--- config.mk ---
export PLATFORM = sky130hd
export DESIGN_NAME = systolic_tile_scheduler
export DESIGN_NICKNAME = d
export VERILOG_FILES = /design/src/rtl/systolic_tile_scheduler.sv
export SDC_FILE = /design/constraint.sdc
export NUM_CORES = 1
export LEC_CHECK = 0
export BUFFER_PORTS_ARGS = -buffer_cell sky130_fd_sc_hd__buf_2
export CORE_ASPECT_RATIO = 1.1
export CORE_MARGIN = 3
export CORE_UTILIZATION = 51
export DETAILED_ROUTE_END_ITERATION = 6
export PLACE_DENSITY = 0.78
export RECOVER_POWER = 50
export SYNTH_ARGS = -nofsm -noshare
export SYNTH_HDL_FRONTEND = slang
export SYNTH_SLANG_ARGS = --single-unit
--- constraint.sdc ---
create_clock -name clk -period 2.2 [get_ports clk]
set_input_delay 0.33 -clock clk [delete_from_list [all_inputs] [get_ports clk]]
set_output_delay 0.33 -clock clk [all_outputs]
set_load 0.02 [all_outputs]
--- src/rtl/systolic_tile_scheduler.sv ---
// Tile scheduler: walks a job's tiles through a systolic controller, stepping weight/activation addresses.
// Optional TILE_SCHED_PERF_EN adds a saturating busy-cycle counter on perf_cycles.
module systolic_tile_scheduler #(
  parameter int ADDR_W    = 16,
  parameter int TILE_W    = 8,
  parameter int WT_STRIDE = 9
) (
  input  logic              clk,
  input  logic              rst,
  input  logic              job_valid,
  output logic              job_ready,
  input  logic [TILE_W-1:0] job_num_tiles,
  input  logic [7:0]        job_rows,
  input  logic [ADDR_W-1:0] job_wt_base,
  input  logic [ADDR_W-1:0] job_act_base,
  input  logic              job_abort,
  output logic              sys_start,
  output logic [7:0]        sys_rows,
  input  logic              sys_busy,
  input  logic              sys_done,
  output logic [ADDR_W-1:0] wt_addr,
  output logic [ADDR_W-1:0] act_addr,
  output logic              acc_clear,
  output logic              acc_last,
  output logic [TILE_W-1:0] tile_idx,
  output logic              sched_busy,
  output logic              job_done,
`ifdef TILE_SCHED_PERF_EN
  output logic [31:0]       perf_cycles,
`endif
  output logic              job_aborted
);

  typedef enum logic [2:0] {
    IDLE, ISSUE, WAIT_DONE, NEXT, DRAIN, FINISH, ABORT
  } state_t;

  state_t            state, state_nx;
  logic [TILE_W-1:0] num_tiles;
  logic              accept, is_last;

  assign accept  = (state == IDLE) && job_valid;
  assign is_last = (tile_idx == num_tiles - TILE_W'(1));

  always_ff @(posedge clk) begin
    if (rst) state <= IDLE;
    else     state <= state_nx;
  end

  always_comb begin
    state_nx = state;
    unique case (state)
      IDLE:      if (job_valid) state_nx = (job_num_tiles == '0) ? FINISH : ISSUE;
      ISSUE:     if (job_abort) state_nx = ABORT;
                 else if (!sys_busy) state_nx = WAIT_DONE;
      // a done coinciding with abort still retires the tile, so no drain is needed
      WAIT_DONE: if (sys_done) state_nx = job_abort ? ABORT : (is_last ? FINISH : NEXT);
                 else if (job_abort) state_nx = DRAIN;
      NEXT:      state_nx = job_abort ? ABORT : ISSUE;
      DRAIN:     if (sys_done) state_nx = ABORT;
      FINISH:    state_nx = IDLE;
      ABORT:     state_nx = IDLE;
      default:   state_nx = IDLE;
    endcase
  end

  always_ff @(posedge clk) begin
    if (rst) begin
      num_tiles <= '0;
      sys_rows  <= '0;
      tile_idx  <= '0;
      wt_addr   <= '0;
      act_addr  <= '0;
    end else if (accept) begin
      num_tiles <= job_num_tiles;
      sys_rows  <= job_rows;
      tile_idx  <= '0;
      wt_addr   <= job_wt_base;
      act_addr  <= job_act_base;
    end else if (state == NEXT) begin
      tile_idx  <= tile_idx + TILE_W'(1);
      wt_addr   <= wt_addr + ADDR_W'(WT_STRIDE);
      act_addr  <= act_addr + ADDR_W'(sys_rows);
    end
  end

  assign job_ready   = (state == IDLE);
  assign sched_busy  = (state != IDLE);
  assign sys_start   = (state == ISSUE) && !sys_busy;
  assign acc_clear   = sys_start && (tile_idx == '0);
  assign acc_last    = sys_start && is_last;
  assign job_done    = (state == FINISH);
  assign job_aborted = (state == ABORT);

`ifdef TILE_SCHED_PERF_EN
  always_ff @(posedge clk) begin
    if (rst)                           perf_cycles <= '0;
    else if (accept)                   perf_cycles <= 32'd1;
    else if (sched_busy && perf_cycles != 32'hFFFF_FFFF) perf_cycles <= perf_cycles + 32'd1;
  end
`endif

endmodule
==> results.yml, run 1 <==
global_routing:
  grt_overflow_total: 0
  aggregate_global_route_resource_usage: 0.258
  largest_net_degree_at_the_start_of_global_routing: 31
  antenna_violations_before_repair: 0
  first_pass_grt_wire_length_um: 16600
  first_global_vias: 3541
synth:
  share_of_the_yosys_chip_area_belonging_to_registers: 0.344
  synth_top_area_cell: "dfxtp_1"
  synth-warning-count: 0
  avgSynthCellArea_um2: 7.99
  dominantRegCellSynth: "dfxtp_1"
  post_synth_instance_area_um2: 3430
  ys_async_sr_fraction: 0
  post_syn_nets: 497
  most_frequently_used_cell_type_in_the_post_synthesis_netlist: "nand2_1"
  ys_seq_elements: 59
  leading_post_synthesis_cells_by_instance_count: "66 x nand2_1, 59 x dfxtp_1, 48 x nor2_1"
  post-synth-top-area-fraction: 0.344
  synthesized_instance_count: 430
  synth-edff-count: 0
  post_synth_main_area_contributors: "dfxtp_1 34%, nand2_1 7.2%, a21oi_1 5.4%"
  synthDistinctLibCells: 58
run_status:
  failed_checks: "setup timing"
  status: "finished with violations"
cts:
  tritoncts_num_sinks: 59
  tritoncts: "yes"
  root_buffer: "clkbuf_8"
  numCtsBuffers: 9
  cts_max_path_buffers: 2
  htree_num_levels: 3
  clk-insertion-delay-late_ns: 0.33
  path_clk_slew_ns: 0.07
worst_setup_path:
  critical-path-slowest-cell: "dfxtp_1"
  cp_data_required_time_ns: 1.87
  worst_r2r_path_depth: 8
  critical_path.startpoint: "num_tiles[5]"
  crit_path_max_fanout: 3
  crit_path_start_kind: "flop"
  cp_data_arrival_time_ns: 1.96
  reg2reg_setup_slack_ns: 0.17
  reg2reg_end: "act_addr[14]"
  critical_path.reg2reg.startpoint: "sys_rows[0]"
  worstSetupEndpointType: "primary output"
  cp-endpoint: "acc_last"
  worstSetupPathType: "reg -> out"
  timing.critical_path.slowest_cell_delay_ns: 0.37
  worst_path_cell_chain: "nor4_4, nand2_1, xnor2_1, nor4_2, and2_1, buf_6"
floorplanning:
  io_pins: 109
  die_footprint_um2: 7760
  die-width_um: 84.2
  fp.coreArea_um2: 6340
  fp.dieH_um: 92.1
  fp-row-count: 30
  start_util: 0.541
place:
  dp.final_hpwl_um: 7300
  placedCellCount: 612
  numPortBuffers: 108
  place_congestion: 0.844
  detailedPlace.worstSlack_ns: 0.00908
detailed_routing:
  vias_per_cell: 5.84
  detail_route.drc_violations: 0
  route.final.wire_length_um: 10100
  route.detailed.wl_per_inst_um: 15.9
  route.antenna.remaining_nets: 0
  drt_initial_violations: 197
  count_of_vias_placed_by_the_detailed_router: 3692
  drt_pre_antenna_iters: 4
layout:
  multi_input_area_um2: 2230
  drive_above_1_share: 0.245
  finish.utilization: 0.702
  antenna-diode-count: 0
  final_net_count: 614
  fillerInstances: 546
  instances_no_fill: 632
  final-seq-area_um2: 1190
  area_delta_synth_final_pct: 29.6
hold_path:
  hold_path_class: "in -> reg"
timing:
  final_min_period_over_clock_period: 1.04
  max_freq_ghz: 0.437
  fin_crit_ns: 2.29
  grt_setup_unrepaired: "yes"
  worst_pin_slew_ns: 0.596
  timing_max_transition_violations_final: 0
  timing.clock.skew_ns: 0.00696
  layout_setup_ws_ns: -0.0898
  finalHoldViolations: 0
  final_tns_setup_ns: -0.0898
  final-setup-viol-count: 1
  slew-limit-headroom: 0.601
power_and_ir_drop:
  power.density_nw_per_um2: 888
  design_power_total_mw: 3.95
  leakage_nw: 1.77
  worst_supply_voltage_drop_on_vdd_v: 0.000558
run:
  cap_violations: 0
[per-layer routing]
metal | share of wire | track usage
met5 | 0 | 0
met2 | 0.48 | 0.439
met4 | 0.016 | 0.0657
met1 | 0.43 | 0.325
met3 | 0.077 | 0.0629
[repair_timing]
action,in CTS,in global routing
resized for setup,15,17
endpoints found under the setup margin,4,6
buffers inserted,4,0
endpoints found under the hold margin,0,0
pin swaps,5,4
hold buffers,0,0
[worst max-delay path: cells and delay by family, from the launching register on]
family        cells  cell delay, ns
simple gates      4            0.98
flops             1            0.37
xor+xnor          1            0.16
buf+inv           1            0.12
[placed cells by master (no fill, tap or decap), types with 4 or more instances in the layout]
cell type  count
nand2_1       66
buf_2         61
dfxtp_1       51
nor2_1        47
clkbuf_1      46
a21oi_1       37
buf_4         21
xor2_1        17
a211oi_1      15
xnor2_1       12
nand3_1       12
clkbuf_8      11
ha_1          10
inv_1          8
nand4_1        8
dfxtp_2        8
nor3_1         7
a311oi_1       7
and4_1         5
o21ai_0        5
nor4_2         4
and3_1         4
and3b_1        4
a31oi_1        4
a2111oi_0      4
o21a_1         4
a211o_1        4
or3_1          4
[registers in the layout (all words and copies together), names as in the netlist]
name	flops
tile_idx	8
wt_addr	16
state	3
act_addr	16
sys_rows	8
num_tiles	8
[through the flow]
stage,instance area [um^2],hold slack [ns]
floorplan,3440,0.448
global placement,4120,0.459
detailed placement,4120,0.470
CTS,4430,0.222
global route,4450,0.243
finish,4450,0.232
[cell families (layout without fill, tap and decap cells)]
logic type      Yosys count  in the layout  synth area share
fa+ha+maj                13             13            0.0495
flops                    59             59             0.344
buf+inv                  35            157            0.0419
compound gates          110            110             0.226
xor+xnor                 29             29            0.0740
simple gates            184            184             0.265
[power by group]
part | switching, mW | total, mW | internal (mW)
sequential | 0.191 | 1.43 | 1.23
clock | 0.426 | 1.12 | 0.694
combinational | 0.861 | 1.41 | 0.546
[worst min path at each step]
stage / slack [ns] / depth (start not counted) / from / to
2_1_floorplan: 0.45 / 2 / num_tiles[7] / num_tiles[7]
3_3_place_gp: 0.46 / 2 / act_addr[0] / act_addr[0]
3_5_place_dp: 0.47 / 2 / num_tiles[7] / num_tiles[7]
4_1_cts: 0.22 / 3 / job_rows[3] / sys_rows[3]
5_1_grt: 0.24 / 3 / job_rows[0] / sys_rows[0]
6_report: 0.23 / 3 / job_rows[0] / sys_rows[0]
[final cells by class]
cell class / count / area share
well taps: 80 / 0.0225
multi-input cells: 336 / 0.502
inverters: 11 / 0.00927
clock inverters: 5 / 0.0169
repair buffers: 130 / 0.148
clock buffers: 11 / 0.0340
flip-flops and latches: 59 / 0.268
Note: power is estimated with default switching activity, not from simulation.
==> inputs of run 2 (changes only) <==
BUFFER_PORTS_ARGS = -buffer_cell sky130_fd_sc_hd__clkbuf_2   (was -buffer_cell sky130_fd_sc_hd__buf_2)
==> results.yml, run 2 (synthesized netlist as in run 1, its figures left out) <==
detailed_routing:
  route.detailed.wl_per_inst_um: 16.0
  count_of_vias_placed_by_the_detailed_router: 3730
  drt_pre_antenna_iters: 4
  detail_route.drc_violations: 0
  drt_initial_violations: 172
  route.final.wire_length_um: 10200
  vias_per_cell: 5.87
  route.antenna.remaining_nets: 0
floorplanning:
  fp.dieH_um: 92.1
  die-width_um: 84.2
  io_pins: 109
  fp-row-count: 30
  die_footprint_um2: 7760
  start_util: 0.541
  fp.coreArea_um2: 6340
layout:
  final-seq-area_um2: 1190
  mostFrequentLayoutCell: "nand2_1"
  fillerInstances: 522
  drive_above_1_share: 0.247
  area_delta_synth_final_pct: 31.0
  antenna-diode-count: 0
  instances_no_fill: 635
  final_net_count: 617
  top_regs: "act_addr x16, wt_addr x16"
  multi_input_area_um2: 2250
  final_cell_mix: "65 x nand2_1, 61 x clkbuf_2, 50 x dfxtp_1, 48 x nor2_1, 47 x clkbuf_1"
timing:
  timing_max_transition_violations_final: 0
  grt_setup_unrepaired: "yes"
  finalHoldViolations: 0
  worst_pin_slew_ns: 0.464
  final-setup-viol-count: 1
  slew-limit-headroom: 0.683
  timing.clock.skew_ns: 0.00811
  max_freq_ghz: 0.428
  final_min_period_over_clock_period: 1.06
  fin_crit_ns: 2.34
  layout_setup_ws_ns: -0.136
hold_path:
  hold_path_class: "in -> reg"
  startpoint_of_the_tightest_hold_check_path: "job_rows[5]"
run_status:
  status: "finished with violations"
  failed_checks: "setup timing"
worst_setup_path:
  cp_data_required_time_ns: 1.87
  reg2reg_setup_slack_ns: 0.20
  crit_family: "simple AND/OR/NAND/NOR gates"
  critical-path-slowest-cell: "dfxtp_2"
  worstSetupEndpointType: "primary output"
  crit_path_start_kind: "flop"
  cp_data_arrival_time_ns: 2.01
  worstSetupPathType: "reg -> out"
  timing.critical_path.slowest_cell_delay_ns: 0.33
  critPathBufInv: 3
  worst_path_cell_chain: "inv_2, ha_4, buf_6, nand3_4, a221oi_4, a41oi_2, nor4_2, and2_1, clkbuf_8"
  crit_path_max_fanout: 3
  critical_path.startpoint: "num_tiles[1]"
  critical_path.reg2reg.startpoint: "sys_rows[0]"
cts:
  path_clk_slew_ns: 0.07
  root_buffer: "clkbuf_8"
  tritoncts: "yes"
  tritoncts_num_sinks: 59
  clk-insertion-delay-late_ns: 0.34
  numCtsBuffers: 9
  htree_num_levels: 3
  cts_max_path_buffers: 2
  postCtsHoldBufs: 0
power_and_ir_drop:
  leakage_nw: 1.80
  design_power_total_mw: 4.02
  worst_supply_voltage_drop_on_vdd_v: 0.000467
  power.density_nw_per_um2: 893
place:
  placedCellCount: 615
  dp.final_hpwl_um: 7240
  place_congestion: 0.859
  numPortBuffers: 108
global_routing:
  first_global_vias: 3618
  grt_overflow_total: 0
  first_pass_grt_wire_length_um: 16800
  aggregate_global_route_resource_usage: 0.261
  largest_net_degree_at_the_start_of_global_routing: 30
  antenna_violations_before_repair: 0
run:
  cap_violations: 0
==> run 2: worst paths after layout <==
| check | endpoint | cells past startpoint |
|---|---|---|
| worst max-delay path | acc_last | 9 |
| worst min register to register | num_tiles[7] | 2 |
| worst max register to register | act_addr[10] | 9 |
| worst min-delay path | sys_rows[5] | 3 |
==> run 2: timing repair <==
| action | CTS | global route |
|---|---|---|
| pin swaps | 6 | 3 |
| setup buffers | 4 | 0 |
| gates resized for setup | 20 | 13 |
| setup endpoints to repair | 4 | 8 |
==> run 2: power by group <==
group	total, mW	leakage (nW)	internal [mW]	switching, mW
clock network	1.18	0.120	0.734	0.444
logic	1.40	1.19	0.549	0.847
registers	1.44	0.488	1.24	0.209
total	4.02	1.80	2.52	1.50
==> run 2: worst register-to-register path, stage by stage (launching register included) <==
cell and delay [ns]:
dfxtp_2 0.37, ha_4 0.14, inv_1 0.04, fa_2 0.34
nand2b_4 0.16, o2bb2ai_4 0.16, a211oi_2 0.18, buf_4 0.16
a311oi_1 0.09, nor4_1 0.26
==> run 2: area by class of cell <==
| type | instances | share of cell area |
|---|---|---|
| flip-flops and latches | 59 | 0.265 |
| multi-input cells | 336 | 0.499 |
| repair buffers | 133 | 0.152 |
| clock buffers | 13 | 0.0375 |
| inverters | 11 | 0.00917 |
| clock inverters | 3 | 0.0153 |
| well taps | 80 | 0.0222 |
==> run 2: layer usage <==
layer / track usage / vias up / part of all wire
met5: 0 / - / 0
met3: 0.0719 / 21 / 0.068
met2: 0.428 / 128 / 0.48
li1: - / 1818 / -
met4: 0.109 / 0 / 0.022
met1: 0.321 / 1763 / 0.43
==> run 2: through the flow <==
| stage | cell area, um^2 | utilization | TNS [ns] | hold slack [ns] | setup slack [ns] |
|---|---|---|---|---|---|
| 6_report | 4500 | 0.709 | -0.136 | 0.210 | -0.136 |
| 5_1_grt | 4500 | 0.709 | -0.267 | 0.203 | -0.216 |
| 4_1_cts | 4490 | 0.708 | -0.0847 | 0.202 | -0.0847 |
| 3_5_place_dp | 4140 | 0.652 | -0.0193 | 0.471 | -0.0193 |
| 3_3_place_gp | 4140 | 0.652 | 0 | 0.457 | 0.0648 |
| 2_1_floorplan | 3440 | - | 0 | 0.448 | 0.0582 |
==> inputs of run 3 (changes only) <==
CORE_UTILIZATION = 47   (was 51)
HOLD_SLACK_MARGIN = 0.03   (was unset)
PLACE_DENSITY = 0.73   (was 0.78)
==> results.yml, run 3 (synthesized netlist as in run 1, its figures left out) <==
run:
  cap_violations: 0
cts:
  clk-insertion-delay-late_ns: 0.33
  tritoncts: "yes"
  path_clk_slew_ns: 0.06
  root_buffer: "clkbuf_8"
  cts_max_path_buffers: 2
  tritoncts_num_sinks: 59
  numCtsBuffers: 9
  postCtsHoldBufs: 0
  htree_num_levels: 3
power_and_ir_drop:
  leakage_nw: 1.77
  p_sw_frac: 0.388
  p_comb_frac: 0.372
  power.density_nw_per_um2: 837
  power_report.internal_total_mw: 2.27
  clock_power_share: 0.241
  total_switching_power_mw: 1.44
  design_power_total_mw: 3.71
  power_frac_seq: 0.386
  worst_supply_voltage_drop_on_vdd_v: 0.000470
worst_setup_path:
  crit_path_max_fanout: 3
  cp-endpoint: "acc_last"
  worst_r2r_path_depth: 6
  cp_data_required_time_ns: 1.87
  worstSetupEndpointType: "primary output"
  crit_path_start_kind: "flop"
  reg2reg_end: "act_addr[10]"
  worst_path_cell_chain: "inv_2, ha_4, o21ba_4, a221oi_4, a41oi_2, nor4_2, and2_1, clkbuf_8"
  critical-path-slowest-cell: "dfxtp_2"
  critical_path.reg2reg.startpoint: "state[1]"
  cp_data_arrival_time_ns: 2.00
  critical_path.startpoint: "num_tiles[0]"
  timing.critical_path.slowest_cell_delay_ns: 0.33
  crit_family: "compound AO/OA/AOI/OAI gates"
  critPathBufInv: 2
  cp_num_cells: 8
  reg2reg_setup_slack_ns: 0.06
  worstSetupPathType: "reg -> out"
detailed_routing:
  route.antenna.remaining_nets: 0
  count_of_vias_placed_by_the_detailed_router: 3669
  route.detailed.wl_per_inst_um: 15.3
  detail_route.drc_violations: 0
  vias_per_cell: 5.75
  drt_initial_violations: 156
  route.final.wire_length_um: 9780
  drt_pre_antenna_iters: 5
hold_path:
  hold_path_class: "in -> reg"
layout:
  area_delta_synth_final_pct: 28.9
  antenna-diode-count: 0
  mostFrequentLayoutCell: "nand2_1"
  fin_area_um2: 4430
  top_regs: "act_addr x16, wt_addr x16"
  multi_input_area_um2: 2240
  final_cell_mix: "65 x nand2_1, 62 x clkbuf_2, 54 x dfxtp_1, 48 x nor2_1, 46 x clkbuf_1"
  final-seq-area_um2: 1190
  fillerInstances: 675
  final_net_count: 616
  drive_above_1_share: 0.239
global_routing:
  antenna_violations_before_repair: 0
  aggregate_global_route_resource_usage: 0.231
  first_global_vias: 3384
  grt_overflow_total: 0
  first_pass_grt_wire_length_um: 15400
  largest_net_degree_at_the_start_of_global_routing: 31
timing:
  finalHoldViolations: 0
  final-setup-viol-count: 1
  timing.clock.skew_ns: 0.00577
  timing_max_transition_violations_final: 0
  hold_slack_ns: 0.207
  slew-limit-headroom: 0.671
  max_freq_ghz: 0.429
  fin_crit_ns: 2.33
  worst_pin_slew_ns: 0.489
  layout_setup_ws_ns: -0.130
  grt_setup_unrepaired: "yes"
  final_min_period_over_clock_period: 1.06
place:
  placement.cell_area_um2: 4120
  detailedPlace.worstSlack_ns: -0.0692
  dp.final_hpwl_um: 7240
  place_congestion: 0.849
  numPortBuffers: 108
run_status:
  status: "finished with violations"
  failed_checks: "setup timing"
floorplanning:
  fp.dieH_um: 95.7
  start_util: 0.487
  fp.coreArea_um2: 7050
  die-width_um: 87.5
  die_footprint_um2: 8370
  fp-row-count: 32
  io_pins: 109
-- run 3: cell types whose count changed in the layout (fill, tap and decap cells not counted), sizes merged --
cell and change:
buf -1, bufinv -2, clkinv +1
-- run 3: how the worst min path moves through the flow --
| stage | to | start | cells after the start |
|---|---|---|---|
| final | sys_rows[0] | job_rows[0] | 3 |
| after global routing | sys_rows[0] | job_rows[0] | 3 |
| after CTS | sys_rows[0] | job_rows[0] | 3 |
| after detailed placement | num_tiles[7] | num_tiles[7] | 2 |
| after global placement | num_tiles[7] | num_tiles[7] | 2 |
| after floorplan | num_tiles[7] | num_tiles[7] | 2 |
-- run 3: power by group through the flow --
stage                     Combinational (mW)  Sequential [mW]  Clock (mW)
after global placement                  1.30             1.43           0
after CTS                               1.37             1.42       0.918
after global routing                    1.52             1.46       0.955
after detailed placement                1.32             1.44           0
after floorplan                        0.768             1.56           0
final                                   1.38             1.43       0.895
-- run 3: what timing repair did --
item | 4_1_cts | 5_1_grt
gates resized for setup | 16 | 11
pin swaps | 5 | 6
setup buffers | 4 | 3
endpoints found under the setup margin | 3 | 10
-- run 3: layout make-up --
| cell class | instances | area share |
|---|---|---|
| Clock inverter | 2 | 0.00226 |
| Inverter | 11 | 0.00932 |
| Timing Repair Buffer | 132 | 0.153 |
| Tap cell | 85 | 0.0240 |
| Multi-Input combinational cell | 336 | 0.505 |
| Clock buffer | 13 | 0.0381 |
| Sequential cell | 59 | 0.268 |
-- run 3: per-stage QoR --
stage,utilization,TNS [ns],std cells
after floorplan,-,0,430
after global placement,0.584,0,616
after detailed placement,0.584,-0.0744,616
after CTS,0.624,-0.196,635
after global routing,0.628,-0.418,638
final,0.628,-0.130,638
-- run 3: routing by layer --
layer  vias to the layer above  track usage  share of wire
li1                       1812            -              -
met1                      1673        0.288           0.42
met2                       160        0.371           0.47
met3                        24       0.0579          0.081
met4                         0        0.107          0.023
met5                         -            0              0
-- run 3: worst min-delay path, stage by stage --
cell,delay (ns)
clkbuf_2,0.08
nand2_1,0.04
a21oi_1,0.05
